$ cat config.mk
export PLATFORM = sky130hd
export DESIGN_NAME = mem_access_unit
export DESIGN_NICKNAME = d
export VERILOG_FILES = /design/src/rtl/mem_access_unit.sv
export SDC_FILE = /design/constraint.sdc
export NUM_CORES = 1
export LEC_CHECK = 0
export ABC_AREA = 1
export BUFFER_PORTS_ARGS = -buffer_cell sky130_fd_sc_hd__buf_2
export CAP_MARGIN = 20
export CORE_AREA = 5 5 123 125
export DETAILED_ROUTE_END_ITERATION = 10
export DIE_AREA = 0 0 128 130
export GPL_ROUTABILITY_DRIVEN = 0
export SYNTH_ARGS = -nofsm -noshare
export SYNTH_HDL_FRONTEND = slang
export SYNTH_SLANG_ARGS = --single-unit
$ cat constraint.sdc
create_clock -name clk -period 3.55 [get_ports clk]
set_input_delay 0.1775 -clock clk [delete_from_list [all_inputs] [get_ports clk]]
set_output_delay 0.1775 -clock clk [all_outputs]
set_load 0.01 [all_outputs]
$ cat src/rtl/mem_access_unit.sv
// Data-memory access stage: one load/store in flight; builds aligned address, store lanes and byte enables.
// Optional MISALIGN_TRAP_EN: misaligned requests are accepted, never issued, and flagged on the misalign output.
`timescale 1ns/1ps
module mem_access_unit #(
  parameter int DATA_WIDTH = 32,
  parameter int ADDR_WIDTH = 32
) (
  input  logic                    clk,
  input  logic                    rst,
  input  logic                    req_valid,
  output logic                    req_ready,
  input  logic                    req_we,
  input  logic [2:0]              req_func,
  input  logic [ADDR_WIDTH-1:0]   req_addr,
  input  logic [DATA_WIDTH-1:0]   req_wdata,
  output logic                    mem_valid,
  input  logic                    mem_ready,
  output logic                    mem_we,
  output logic [ADDR_WIDTH-1:0]   mem_addr,
  output logic [DATA_WIDTH-1:0]   mem_wdata,
  output logic [DATA_WIDTH/8-1:0] mem_wbe,
  input  logic                    mem_rvalid,
  input  logic [DATA_WIDTH-1:0]   mem_rdata,
  output logic                    rsp_valid,
  output logic [DATA_WIDTH-1:0]   rsp_data,
  output logic [2:0]              rsp_func,
  output logic [1:0]              rsp_byte_addr,
  output logic                    stall,
`ifdef MISALIGN_TRAP_EN
  output logic                    misalign,
`endif
  output logic [1:0]              dbg_state
);

  // Handshakes: a request transfers on a rising edge where req_valid && req_ready;
  // a memory command transfers where mem_valid && mem_ready; mem_rvalid is a one-cycle data strobe.
  typedef enum logic [1:0] {
    S_IDLE  = 2'd0,
    S_ISSUE = 2'd1,
    S_WAIT  = 2'd2
  } state_t;

  state_t                  state_q;
  logic [2:0]              func_q;
  logic [1:0]              off_q;
  logic                    mem_valid_q;
  logic                    mem_we_q;
  logic [ADDR_WIDTH-1:0]   mem_addr_q;
  logic [DATA_WIDTH-1:0]   mem_wdata_q;
  logic [DATA_WIDTH/8-1:0] mem_wbe_q;
  logic                    rsp_valid_q;
  logic [DATA_WIDTH-1:0]   rsp_data_q;
  logic [2:0]              rsp_func_q;
  logic [1:0]              rsp_byte_addr_q;

  logic [DATA_WIDTH-1:0]   wdata_d;
  logic [DATA_WIDTH/8-1:0] wbe_d;
  logic [1:0]              off;

  always_comb begin
    off     = req_addr[1:0];
    wdata_d = req_wdata;
    wbe_d   = '0;
    if (req_we) begin
      case (req_func)
        3'b000: begin
          wdata_d = {4{req_wdata[7:0]}};
          wbe_d   = 4'b0001 << off;
        end
        3'b001: begin
          wdata_d = {2{req_wdata[15:0]}};
          wbe_d   = 4'b0011 << {off[1], 1'b0};
        end
        3'b010:  wbe_d = 4'b1111;
        default: wbe_d = '0;
      endcase
    end
  end

`ifdef MISALIGN_TRAP_EN
  logic misalign_q;
  logic misalign_d;
  always_comb begin
    misalign_d = ((req_func == 3'b001) || (!req_we && req_func == 3'b101)) ? off[0] :
                 (req_func == 3'b010) ? (off != 2'b00) : 1'b0;
  end
  assign misalign = misalign_q;
`endif

  always_ff @(posedge clk or posedge rst) begin
    if (rst) begin
      state_q         <= S_IDLE;
      func_q          <= '0;
      off_q           <= '0;
      mem_valid_q     <= 1'b0;
      mem_we_q        <= 1'b0;
      mem_addr_q      <= '0;
      mem_wdata_q     <= '0;
      mem_wbe_q       <= '0;
      rsp_valid_q     <= 1'b0;
      rsp_data_q      <= '0;
      rsp_func_q      <= '0;
      rsp_byte_addr_q <= '0;
`ifdef MISALIGN_TRAP_EN
      misalign_q      <= 1'b0;
`endif
    end else begin
      rsp_valid_q <= 1'b0;
`ifdef MISALIGN_TRAP_EN
      misalign_q  <= 1'b0;
`endif
      case (state_q)
        S_IDLE: begin
          if (req_valid) begin
`ifdef MISALIGN_TRAP_EN
            if (misalign_d) begin
              misalign_q <= 1'b1;
            end else begin
`endif
              func_q      <= req_func;
              off_q       <= off;
              mem_we_q    <= req_we;
              mem_addr_q  <= {req_addr[ADDR_WIDTH-1:2], 2'b00};
              mem_wdata_q <= wdata_d;
              mem_wbe_q   <= wbe_d;
              mem_valid_q <= 1'b1;
              state_q     <= S_ISSUE;
`ifdef MISALIGN_TRAP_EN
            end
`endif
          end
        end
        S_ISSUE: begin
          if (mem_ready) begin
            mem_valid_q <= 1'b0;
            state_q     <= mem_we_q ? S_IDLE : S_WAIT;
          end
        end
        S_WAIT: begin
          // Raw word goes downstream unmasked; the mask stage needs funct3 and offset.
          if (mem_rvalid) begin
            rsp_data_q      <= mem_rdata;
            rsp_func_q      <= func_q;
            rsp_byte_addr_q <= off_q;
            rsp_valid_q     <= 1'b1;
            state_q         <= S_IDLE;
          end
        end
        default: state_q <= S_IDLE;
      endcase
    end
  end

  assign req_ready     = (state_q == S_IDLE) && !rst;
  assign stall         = (state_q != S_IDLE);
  assign mem_valid     = mem_valid_q;
  assign mem_we        = mem_we_q;
  assign mem_addr      = mem_addr_q;
  assign mem_wdata     = mem_wdata_q;
  assign mem_wbe       = mem_wbe_q;
  assign rsp_valid     = rsp_valid_q;
  assign rsp_data      = rsp_data_q;
  assign rsp_func      = rsp_func_q;
  assign rsp_byte_addr = rsp_byte_addr_q;
  assign dbg_state     = state_q;

endmodule

==> summary.md, run 1 <==
| Metric | Value |
|---|---|
| Total Nets Final | 952 |
| Row cnt | 43 |
| Register bit total from synthesis | 113 |
| I/O Pins | 217 |
| Sw Share | 35.2% |
| Final setup violation count | 0 |
| Worst R2R Path Depth | 7 |
| TritonCTS clock tree | built |
| Worst-Margin Slew | ~970 ps |
| Final min period | approximately 2000 ps |
| CTS Buf Count | 17 |
| WP data required | 3870 ps |
| DRC | 0 |
| RSZ-0062 raised after global routing | false |
| Initial antenna violation count | 0 |
| Clk_lat worst skew | 410 ps |
| Reg2reg end | mem_wdata[22]$_DFFE_PP0P_ |
| CP startpoint kind | register |
| Met1 GRT Util | approximately a quarter |
| Maxcap violations | 0 |
| Die W | 128 um |
| Clock network fraction of design power | around 30% |
| Grt ovf | 0 |
| Drt first pass iters | 6 |
| Synth unique cells | 19 |
| Worst setup EP type | register |
| Met3 Track Usage GR | 6.14% |
| Pint | 0.00385 W |
| Logic pwr share | 33.7% |
| Synth Warn # | 0 |
| Die H | 130 um |
| CP startpoint | dbg_state[0]$_DFFE_PP0P_ |
| Worst Path Arrival | 2320 ps |
| Slew Limit Headroom | about a third |
| Finished Cell Area | between 7000 and 8000 um2 |
| Routed length per placed instance | 14.2 um |
| First-pass GRT wire length | 23.9 mm |
| Reg-to-reg startpoint | dbg_state[0]$_DFFE_PP0P_ |
| Global-route usage over all layers | 18.0% |
| Worst vdd ir | around 380 uV |
| CTS Sinks | 113 |
| Post-Place Cell Area | 5960 um2 |
| Starting Density | 34.6% |
| Cells after synthesis | 577 |
| IO buf count | 214 |
| Sequential share of the synthesized area | 59.3% |
| Largest net degree at the start of global routing | 76 |
| Leak | roughly 4 nW |
| Hpwl dp | 9.82 mm |
| Syn avg cell area | 8.26 um2 |
| CTS Buffer Depth | 2 |
| Vias in the first global route | 4689 |
| Hold Crit Class | in -> async |
| Clock Pin Slew Worst Setup and Hold Paths | 50 ps |
| Die footprint | 16600 um2 |
| Net Switching | ~0.0021 W |
| Critical Path Fanout Max | 41 |
| Vias post-DR | 4625 |
| Slew Viols, Final | 0 |
| Setup crit end | mem_wdata[22]$_DFFE_PP0P_ |
| Final hold violation count | 0 |
| CORE AREA | between 10000 and 15000 um2 |
| Met2 Use GR | 29.0% |
| Status | complete, no violations |
| Syn Std Cell Area | 4770 um2 |
| DRT Wirelength | 14.8 mm |
| Final critical-path share of the clock period | between 50% and 60% |
| P&R area growth vs syn | 51.3% |
| CTS root buf | clkbuf_16 |
| DR vias/cell | about 4.4 |
| Critical path class | reg -> reg |
| Layout cells sized above 1 | slightly below 30% |
| Clock Skews | 6.54 ps |
| Reg2reg setup slack | 1550 ps |
| Setup TNS | 0 ps |
| Power density cells | 824 nW/um2 |
| Sequential Power Share | a little under two fifths |
| Gr busiest metal | met2 |
| Post-CTS setup buffer count | 0 |
| H-Tree Depth | 4 |
| Number of DRC markers in iteration 0 | 203 |
| Fmax | 500 MHz |
| Detail Route Antenna Nets | 0 |
==> worst min-delay path by stage <==
stage,start,endpoint,depth (start not counted)
detailed placement,mem_rdata[3],rsp_data[3]$_DFFE_PP0P_,3
finish,rst,mem_valid$_DFFE_PP0P_,2
CTS,req_wdata[6],mem_wdata[6]$_DFFE_PP0P_,3
global route,req_wdata[2],mem_wdata[2]$_DFFE_PP0P_,3
floorplan,mem_ready,dbg_state[0]$_DFFE_PP0P_,1
global placement,mem_rdata[3],rsp_data[3]$_DFFE_PP0P_,3
==> synthesized netlist by cell type (all sizes together) <==
master / n / share of area [%]
o211ai: 4 / 0.63
o32ai: 1 / 0.18
nor2: 12 / 1.3
buf: 32 / 3.8
clkbuf: 3 / 0.24
nand4: 20 / 2.6
a21oi: 16 / 1.7
o31ai: 1 / 0.16
nand2: 345 / 27
o21ai: 6 / 0.63
inv: 11 / 0.87
dfrtp: 113 / 59
nand3: 12 / 1.3
conb: 1 / 0.079
==> state kept, by name, indices dropped and copies added (netlist names) <==
name	cells
rsp_valid	1
mem_we	1
func_q	3
mem_valid	1
dbg_state	2
rsp_byte_addr	2
mem_addr	30
mem_wbe	4
rsp_func	3
off_q	2
rsp_data	32
mem_wdata	32
==> stage by stage <==
step / std cells / utilization, % / setup WS, ps / hold slack (ps) / total power (W)
after floorplan: 578 / - / 385 / 264 / 0.00329
after global placement: 943 / 43.1 / 1630 / 371 / 0.00413
after detailed placement: 944 / 43.3 / 1550 / 376 / 0.00417
after CTS: 1039 / 52.4 / 1540 / 5.77 / 0.00602
after global routing: 1039 / 52.4 / 1340 / 20.6 / 0.00638
final: 1040 / 52.4 / 1550 / 6.42 / 0.00594
==> logic make-up (layout without fill, tap and decap cells) <==
family / Yosys count / after routing / share of synthesized area, %
compound gates: 28 / 28 / 3.28
buf+inv: 46 / 327 / 4.93
flops: 113 / 113 / 59.3
other cells: 1 / 3 / 0.0787
simple gates: 389 / 389 / 32.4
==> power groups by stage <==
stage	Clock, W	Sequential (W)	Combinational (W)
floorplan	0	0.00245	0.000841
CTS	0.00180	0.00218	0.00204
detailed placement	0	0.00218	0.00199
finish	0.00176	0.00218	0.00200
global route	0.00186	0.00226	0.00226
global placement	0	0.00219	0.00194
==> layout by cell type (no fill, tap or decap), types with 2 or more instances in the layout <==
cell | netlist | layout
bufinv_16 | 0 | 4
clkinv_2 | 0 | 5
clkbuf_16 | 0 | 17
buf_2 | 26 | 214
nand4_1 | 20 | 20
nand2_1 | 344 | 344
clkinv_4 | 0 | 2
inv_1 | 8 | 7
dlygate4sd3_1 | 0 | 64
inv_2 | 3 | 3
nand3_1 | 12 | 12
o211ai_1 | 4 | 4
nor2_1 | 11 | 11
buf_4 | 4 | 5
dfrtp_1 | 113 | 113
conb_1 | 1 | 2
o21ai_0 | 6 | 6
clkbuf_1 | 3 | 2
a21oi_1 | 16 | 16
==> metal layers <==
layer | part of all wire, % | vias to the layer above | wire length, um
met2 | 46 | 174 | 6840
met4 | 1.0 | 0 | 148
li1 | - | 2338 | -
met5 | 0 | - | 0
met3 | 8.2 | 16 | 1210
met1 | 44 | 2097 | 6560
==> critical path: stages (launching register included) <==
cell	delay [ps]
dfrtp_1	400
inv_2	60
nand2_2	140
nor2_8	40
inv_2	480
buf_4	500
a21oi_1	80
a21oi_1	170
==> timing repair <==
action	4_1_cts	5_1_grt
setup endpoints to repair	0	0
hold endpoints to repair	64	0
hold buffers	64	0
resized for setup	0	0
==> area by class of cell <==
| cell class | count | area [um2] |
|---|---|---|
| Clock inverter | 11 | 163 |
| Inverter | 11 | 43.8 |
| Timing Repair Buffer | 285 | 1800 |
| Fill cell | 1309 | 6560 |
| Clock buffer | 20 | 447 |
| Tap cell | 180 | 225 |
| Sequential cell | 113 | 2830 |
| Multi-Input combinational cell | 419 | 1710 |
| Antenna cell | 1 | 2.50 |
Power figures use the tool's default switching activity.
==> run 2: changes to the inputs <==
==> constraint.sdc (replaced) <==
create_clock -name clk -period 1.7 [get_ports clk]
set_input_delay 0.085 -clock clk [delete_from_list [all_inputs] [get_ports clk]]
set_output_delay 0.085 -clock clk [all_outputs]
set_load 0.01 [all_outputs]
==> run 2 against run 1 <==
  * Clock power up 110%
  * Hold slack gained 9.3 ps
  * Non-clock buffer count grew 36
  * Largest cell class unchanged
==> summary.md, run 2 (synthesis gave the netlist of run 1 again) <==
| Metric | Value |
|---|---|
| CTS Sinks | 113 (unchanged) |
| Setup ws final | 208 ps (-1340 ps) |
| Most used cells in the layout excluding fill and tap cells | 344 x nand2_1, 214 x buf_2, 113 x dfrtp_1 |
| Status | complete, no violations |
| Setup slack at placement | 210 ps (-1340 ps) |
| Leak | 4.24 nW (+3.6%) |
| Die W | 128 um (unchanged) |
| DRT Wirelength | 15.6 mm (+5.5%) |
| Slew Viols, Final | 0 (unchanged) |
| Worst-Margin Slew | 561 ps (-409 ps) |
| Grt ovf | 0 (unchanged) |
| Worst setup EP type | register |
| Layout cells sized above 1 | 29.5% (-0.27 points) |
| Number of DRC markers in iteration 0 | 311 (+53%) |
| Reg2reg setup slack | 210 ps (-1340 ps) |
| Setup crit end | mem_wdata[23]$_DFFE_PP0P_ |
| Detail Route Antenna Nets | 0 (unchanged) |
| Final hold violation count | 0 (unchanged) |
| Worst R2R Path Depth | 7 (unchanged) |
| Total Nets Final | 988 (+3.8%) |
| Maxcap violations | 0 (unchanged) |
| Power density cells | 1660 nW/um2 (+100%) |
| Reg-to-reg startpoint | dbg_state[1]$_DFFE_PP0P_ |
| Vias post-DR | 4940 (+6.8%) |
| WP data required | 1980 ps (-1890 ps) |
| Setup TNS | 0 ps (unchanged) |
| CTS root buf | clkbuf_16 |
| Slew Limit Headroom | 62.6% (+27 points) |
| DRC | 0 (unchanged) |
| Die H | 130 um (unchanged) |
| First-pass GRT wire length | 24.9 mm (+4.1%) |
| H-Tree Depth | 4 (unchanged) |
| Critical Path Fanout Max | 22 (-46%) |
| Total power draw | 0.0126 W (+110%) |
| Reg2reg end | mem_wdata[23]$_DFFE_PP0P_ |
| Resized Gates After CTS | 0 (unchanged) |
| Worst Path Arrival | 1770 ps (-550 ps) |
| Largest net degree at the start of global routing | 68 (-11%) |
| Row cnt | 43 (unchanged) |
| I/O Pins | 217 (unchanged) |
| Global-route usage over all layers | 18.7% (+0.70 points) |
| TritonCTS clock tree | built |
| Die footprint | 16600 um2 (unchanged) |
| Final critical-path share of the clock period | 87.8% (+31 points) |
| Routed length per placed instance | 14.5 um (+2.1%) |
| Post-CTS setup buffer count | 0 (unchanged) |
| Final setup violation count | 0 (unchanged) |
| Finished Cell Area | 7570 um2 (+4.9%) |
| Fmax | 670 MHz (+34%) |
| Hpwl dp | 10.4 mm (+5.5%) |
| Hold_buf cts | 93 (+45%) |
| Worst vdd ir | 717 uV (+89%) |
| Clock Skews | 6.37 ps (-0.174 ps) |
| IO buf count | 214 (unchanged) |
| DR vias/cell | 4.60 (+3.3%) |
| P&R area growth vs syn | 58.8% |
| Worst hold start | req_wdata[11] |
| CORE AREA | 13800 um2 (unchanged) |
| Drt first pass iters | 4 (-2) |
| Initial antenna violation count | 1 (+1) |
| Clock Pin Slew Worst Setup and Hold Paths | 50 ps (about the same) |
| Post-Place Cell Area | 6020 um2 (+0.99%) |
| CP startpoint | dbg_state[1]$_DFFE_PP0P_ |
| Hold Crit Class | in -> reg |
| CTS Buf Count | 17 (unchanged) |
| CP startpoint kind | register |
| Vias in the first global route | 4980 (+6.2%) |
| Commonest non-fill, non-tap cell in the layout | nand2_1 |
| Critical path class | reg -> reg |
| RSZ-0062 raised after global routing | false |
| CTS Buffer Depth | 2 (unchanged) |
| Final min period | 1490 ps (-507 ps) |
| Clk_lat worst skew | 410 ps (about the same) |
| Starting Density | 34.6% (unchanged) |
[run 2: worst min-delay path by stage]
stage / depth (start not counted) / slack (ps) / end
global placement: 3 / 250 / mem_addr[22]$_DFFE_PP0P_
global route: 5 / 40 / mem_wdata[9]$_DFFE_PP0P_
finish: 5 / 20 / mem_wdata[11]$_DFFE_PP0P_
CTS: 5 / 2 / mem_wdata[11]$_DFFE_PP0P_
detailed placement: 3 / 250 / mem_addr[22]$_DFFE_PP0P_
floorplan: 1 / 170 / dbg_state[0]$_DFFE_PP0P_
[run 2: per-layer routing]
layer | vias up | part of all wire, % | track usage (%)
met5 | - | 0.083 | 0
met4 | 2 | 1.9 | 6.18
met3 | 31 | 7.9 | 5.32
met2 | 213 | 47 | 31.8
met1 | 2284 | 43 | 23.1
li1 | 2410 | - | -
[run 2: final cells by class]
cell class,instances,area [um2]
Fill cell,1258,6200
Clock inverter,11,163
Antenna cell,1,2.50
Inverter,11,45.0
Clock buffer,19,453
Timing Repair Buffer,321,2140
Tap cell,180,225
Sequential cell,113,2830
Multi-Input combinational cell,419,1710
[run 2: power by group]
| part | switching (W) | internal, W | total (W) |
|---|---|---|---|
| Sequential | 0.000688 | 0.00391 | 0.00460 |
| Clock | 0.00119 | 0.00250 | 0.00368 |
| Combinational | 0.00256 | 0.00175 | 0.00431 |
[run 2: stage by stage]
step	util (%)	hold slack [ps]	cells
final	55.0	15.7	1075
after global routing	54.9	44.3	1074
after CTS	54.9	1.75	1074
after detailed placement	43.7	252	951
after global placement	43.7	247	951
after floorplan	-	171	578
[run 2: critical path, cell delays in order, from the launching register on]
cell and delay (ps):
dfrtp_1 430, inv_2 100, nand2_2 100, nor2_8 150, inv_2 120, buf_4 230, a21oi_1 150, a21oi_1 80
==> run 3: changes to the inputs <==
--- a/config.mk
+++ b/config.mk
@@ -8,9 +8,9 @@
 export ABC_AREA = 1
 export BUFFER_PORTS_ARGS = -buffer_cell sky130_fd_sc_hd__buf_2
 export CAP_MARGIN = 20
-export CORE_AREA = 5 5 123 125
+export CORE_AREA = 5 5 157 99
 export DETAILED_ROUTE_END_ITERATION = 10
-export DIE_AREA = 0 0 128 130
+export DIE_AREA = 0 0 162 104
 export GPL_ROUTABILITY_DRIVEN = 0
 export SYNTH_ARGS = -nofsm -noshare
 export SYNTH_HDL_FRONTEND = slang
==> constraint.sdc (replaced) <==
create_clock -name clk -period 1.32 [get_ports clk]
set_input_delay 0.066 -clock clk [delete_from_list [all_inputs] [get_ports clk]]
set_output_delay 0.066 -clock clk [all_outputs]
set_load 0.01 [all_outputs]
==> run 3 against run 2 <==
  * Fmax increased by 18%
  * Clock skew increased by 3.1 ps
  * Sequential power increased by 28%
  * Highest routed layer is now met4
  * Setup slack got worse by 160 ps
  * Wire length increased by 2.3%
  * Combinational power increased by 35%
  * Count of clock-buffer cells in the layout unchanged
  * Via count decreased by 1.4%
  * Sequential share of layout area decreased by 0.85 points
  * Global-route usage increased by 0.65 points
==> summary.md, run 3 (synthesis gave the netlist of run 1 again) <==
| Metric | Value |
|---|---|
| Worst R2R Path Depth | 7 (unchanged) |
| Hold Crit Class | in -> reg |
| Crit path depth | 7 (unchanged) |
| Critical path class | reg -> reg |
| Grt ovf | 0 (unchanged) |
| CTS Sinks | 113 (unchanged) |
| Finished Core Util | 55.2% (+0.21 points) |
| Detail Route Antenna Nets | 0 (unchanged) |
| Die W | 162 um (+27%) |
| Clk_lat worst skew | 400 ps (about the same) |
| CTS Buffer Depth | 2 (unchanged) |
| IO buf count | 214 (unchanged) |
| Final critical-path share of the clock period | 96.1% (+8.4 points) |
| Slew Viols, Final | 0 (unchanged) |
| Critical path's largest stage delay | 380 ps (-50 ps) |
| DRT Wirelength | 15.9 mm (+2.3%) |
| RSZ-0062 raised after global routing | true |
| Status | complete, no violations |
| Die H | 104 um (-20%) |
| Final min period | 1270 ps (-223 ps) |
| Layout cells sized above 1 | 30.7% (+1.2 points) |
| Worst vdd ir | 880 uV (+23%) |
| TritonCTS clock tree | built |
| Row cnt | 34 (-21%) |
| Total Nets Final | 1004 (+1.6%) |
| Starting Density | 34.0% (-0.65 points) |
| Final hold violation count | 0 (unchanged) |
| Worst setup EP type | register |
| DRC | 0 (unchanged) |
| Non-Filler Instances | 1093 (+1.7%) |
| Critical Path Fanout Max | 19 (-14%) |
| Setup slack at placement | 42.6 ps (-167 ps) |
| Most used cells in the layout excluding fill and tap cells | 344 x nand2_1, 213 x buf_2, 113 x dfrtp_1 |
| Leak | 4.33 nW (+2.1%) |
| Critical path's top delay family | flip-flops |
| Fmax | 788 MHz (+18%) |
| I/O Pins | 217 (unchanged) |
| Initial antenna violation count | 1 (unchanged) |
| WP data required | 1600 ps (-380 ps) |
| Critical path buffer and inverter count | 3 (unchanged) |
| WHS | 14.3 ps (-1.37 ps) |
| Drt first pass iters | 5 (+1) |
| DR vias/cell | 4.46 (-3.0%) |
| Routed length per placed instance | 14.6 um (+0.60%) |
| Power density cells | 2130 nW/um2 (+28%) |
| Hold Path Cell Cnt | 5 (unchanged) |
| Vias in the first global route | 5059 (+1.6%) |
| Commonest non-fill, non-tap cell in the layout | nand2_1 |
| Hpwl dp | 10.5 mm (+1.5%) |
| CTS Buf Count | 17 (unchanged) |
| Worst Path Arrival | 1550 ps (-220 ps) |
| Worst path slowest cell | dfrtp_1 |
| Setup ws final | 50.9 ps (-157 ps) |
| CP startpoint kind | register |
| CORE AREA | 14000 um2 (+1.9%) |
| First-pass GRT wire length | 26.3 mm (+5.4%) |
| Global-route usage over all layers | 19.4% (+0.65 points) |
| CTS root buf | clkbuf_16 |
| Final setup violation count | 0 (unchanged) |
| Number of DRC markers in iteration 0 | 298 (-4.2%) |
| Vias post-DR | 4871 (-1.4%) |
| Setup TNS | 0 ps (unchanged) |
| H-Tree Depth | 4 (unchanged) |
| Die footprint | 16800 um2 (+1.3%) |
| Clock Skews | 9.49 ps (+3.13 ps) |
| Critical Path, Cell by Cell | inv_2 -> nand2_4 -> nor2_8 -> inv_2 -> buf_12 -> a21oi_1 -> a21oi_1 |
| P&R area growth vs syn | 62.4% |
| Maxcap violations | 0 (unchanged) |
| Placed cells | 961 (+1.1%) |
| Clock Pin Slew Worst Setup and Hold Paths | 50 ps (about the same) |
| Largest net degree at the start of global routing | 63 (-7.4%) |
==> run 3: cell types whose count changed in the layout (fill, tap and decap cells not counted), sizes merged <==
cell / before / now
buf: 228 / 241
clkinvlp: 4 / 2
dlygate4sd3: 93 / 96
inv: 10 / 11
clkinv: 4 / 7
==> run 3: timing repair <==
item,4_1_cts,5_1_grt
setup buffers,4,0
hold endpoints to repair,209,0
pin swaps,1,0
endpoints found under the setup margin,2,64
resized for setup,1,5
hold buffers,96,0
==> run 3: tightest hold or removal path: stages <==
cell and delay [ps]:
buf_2 90, nand2_1 50, nand2_1 70, nand2_1 50
nand2_1 50
==> run 3: metal layers <==
metal	vias up	share of wire (%)	GRT usage (%)
met5	-	0	0
met4	0	1.7	5.91
met2	206	45	30.7
met3	21	7.3	6.30
met1	2203	46	25.4
li1	2441	-	-
==> run 3: cell type report <==
cell class,instances,area (um2)
antenna,1,2.50
fill,1272,6290
sequential,113,2830
multi-input combinational,419,1720
tap,180,225
timing repair buffer,337,2300
inverter,11,45.0
clock buffer,19,433
clock inverter,13,186
==> run 3: path summary, 6_finish.rpt <==
path	from	end	slack [ps]
setup reg to reg	dbg_state[1]$_DFFE_PP0P_	mem_wdata[16]$_DFFE_PP0P_	50
hold reg to reg	mem_wdata[6]$_DFFE_PP0P_	mem_wdata[6]$_DFFE_PP0P_	460
max in group asynchronous	rst	rsp_byte_addr[1]$_DFFE_PP0P_	600
min in group asynchronous	rst	mem_addr[22]$_DFFE_PP0P_	310
hold / removal	req_wdata[15]	mem_wdata[15]$_DFFE_PP0P_	10
setup / recovery	dbg_state[1]$_DFFE_PP0P_	mem_wdata[16]$_DFFE_PP0P_	50
==> run 3: metrics by stage <==
step	cell area, um2	power [W]
after global routing	7740	0.0177
after detailed placement	6120	0.0115
final	7740	0.0165
after global placement	6120	0.0114
after floorplan	4770	0.00884
after CTS	7730	0.0166
==> run 3: where the power goes <==
group | switching, W | internal, W
Clock | 0.00165 | 0.00316
Sequential | 0.000836 | 0.00504
Combinational | 0.00337 | 0.00246
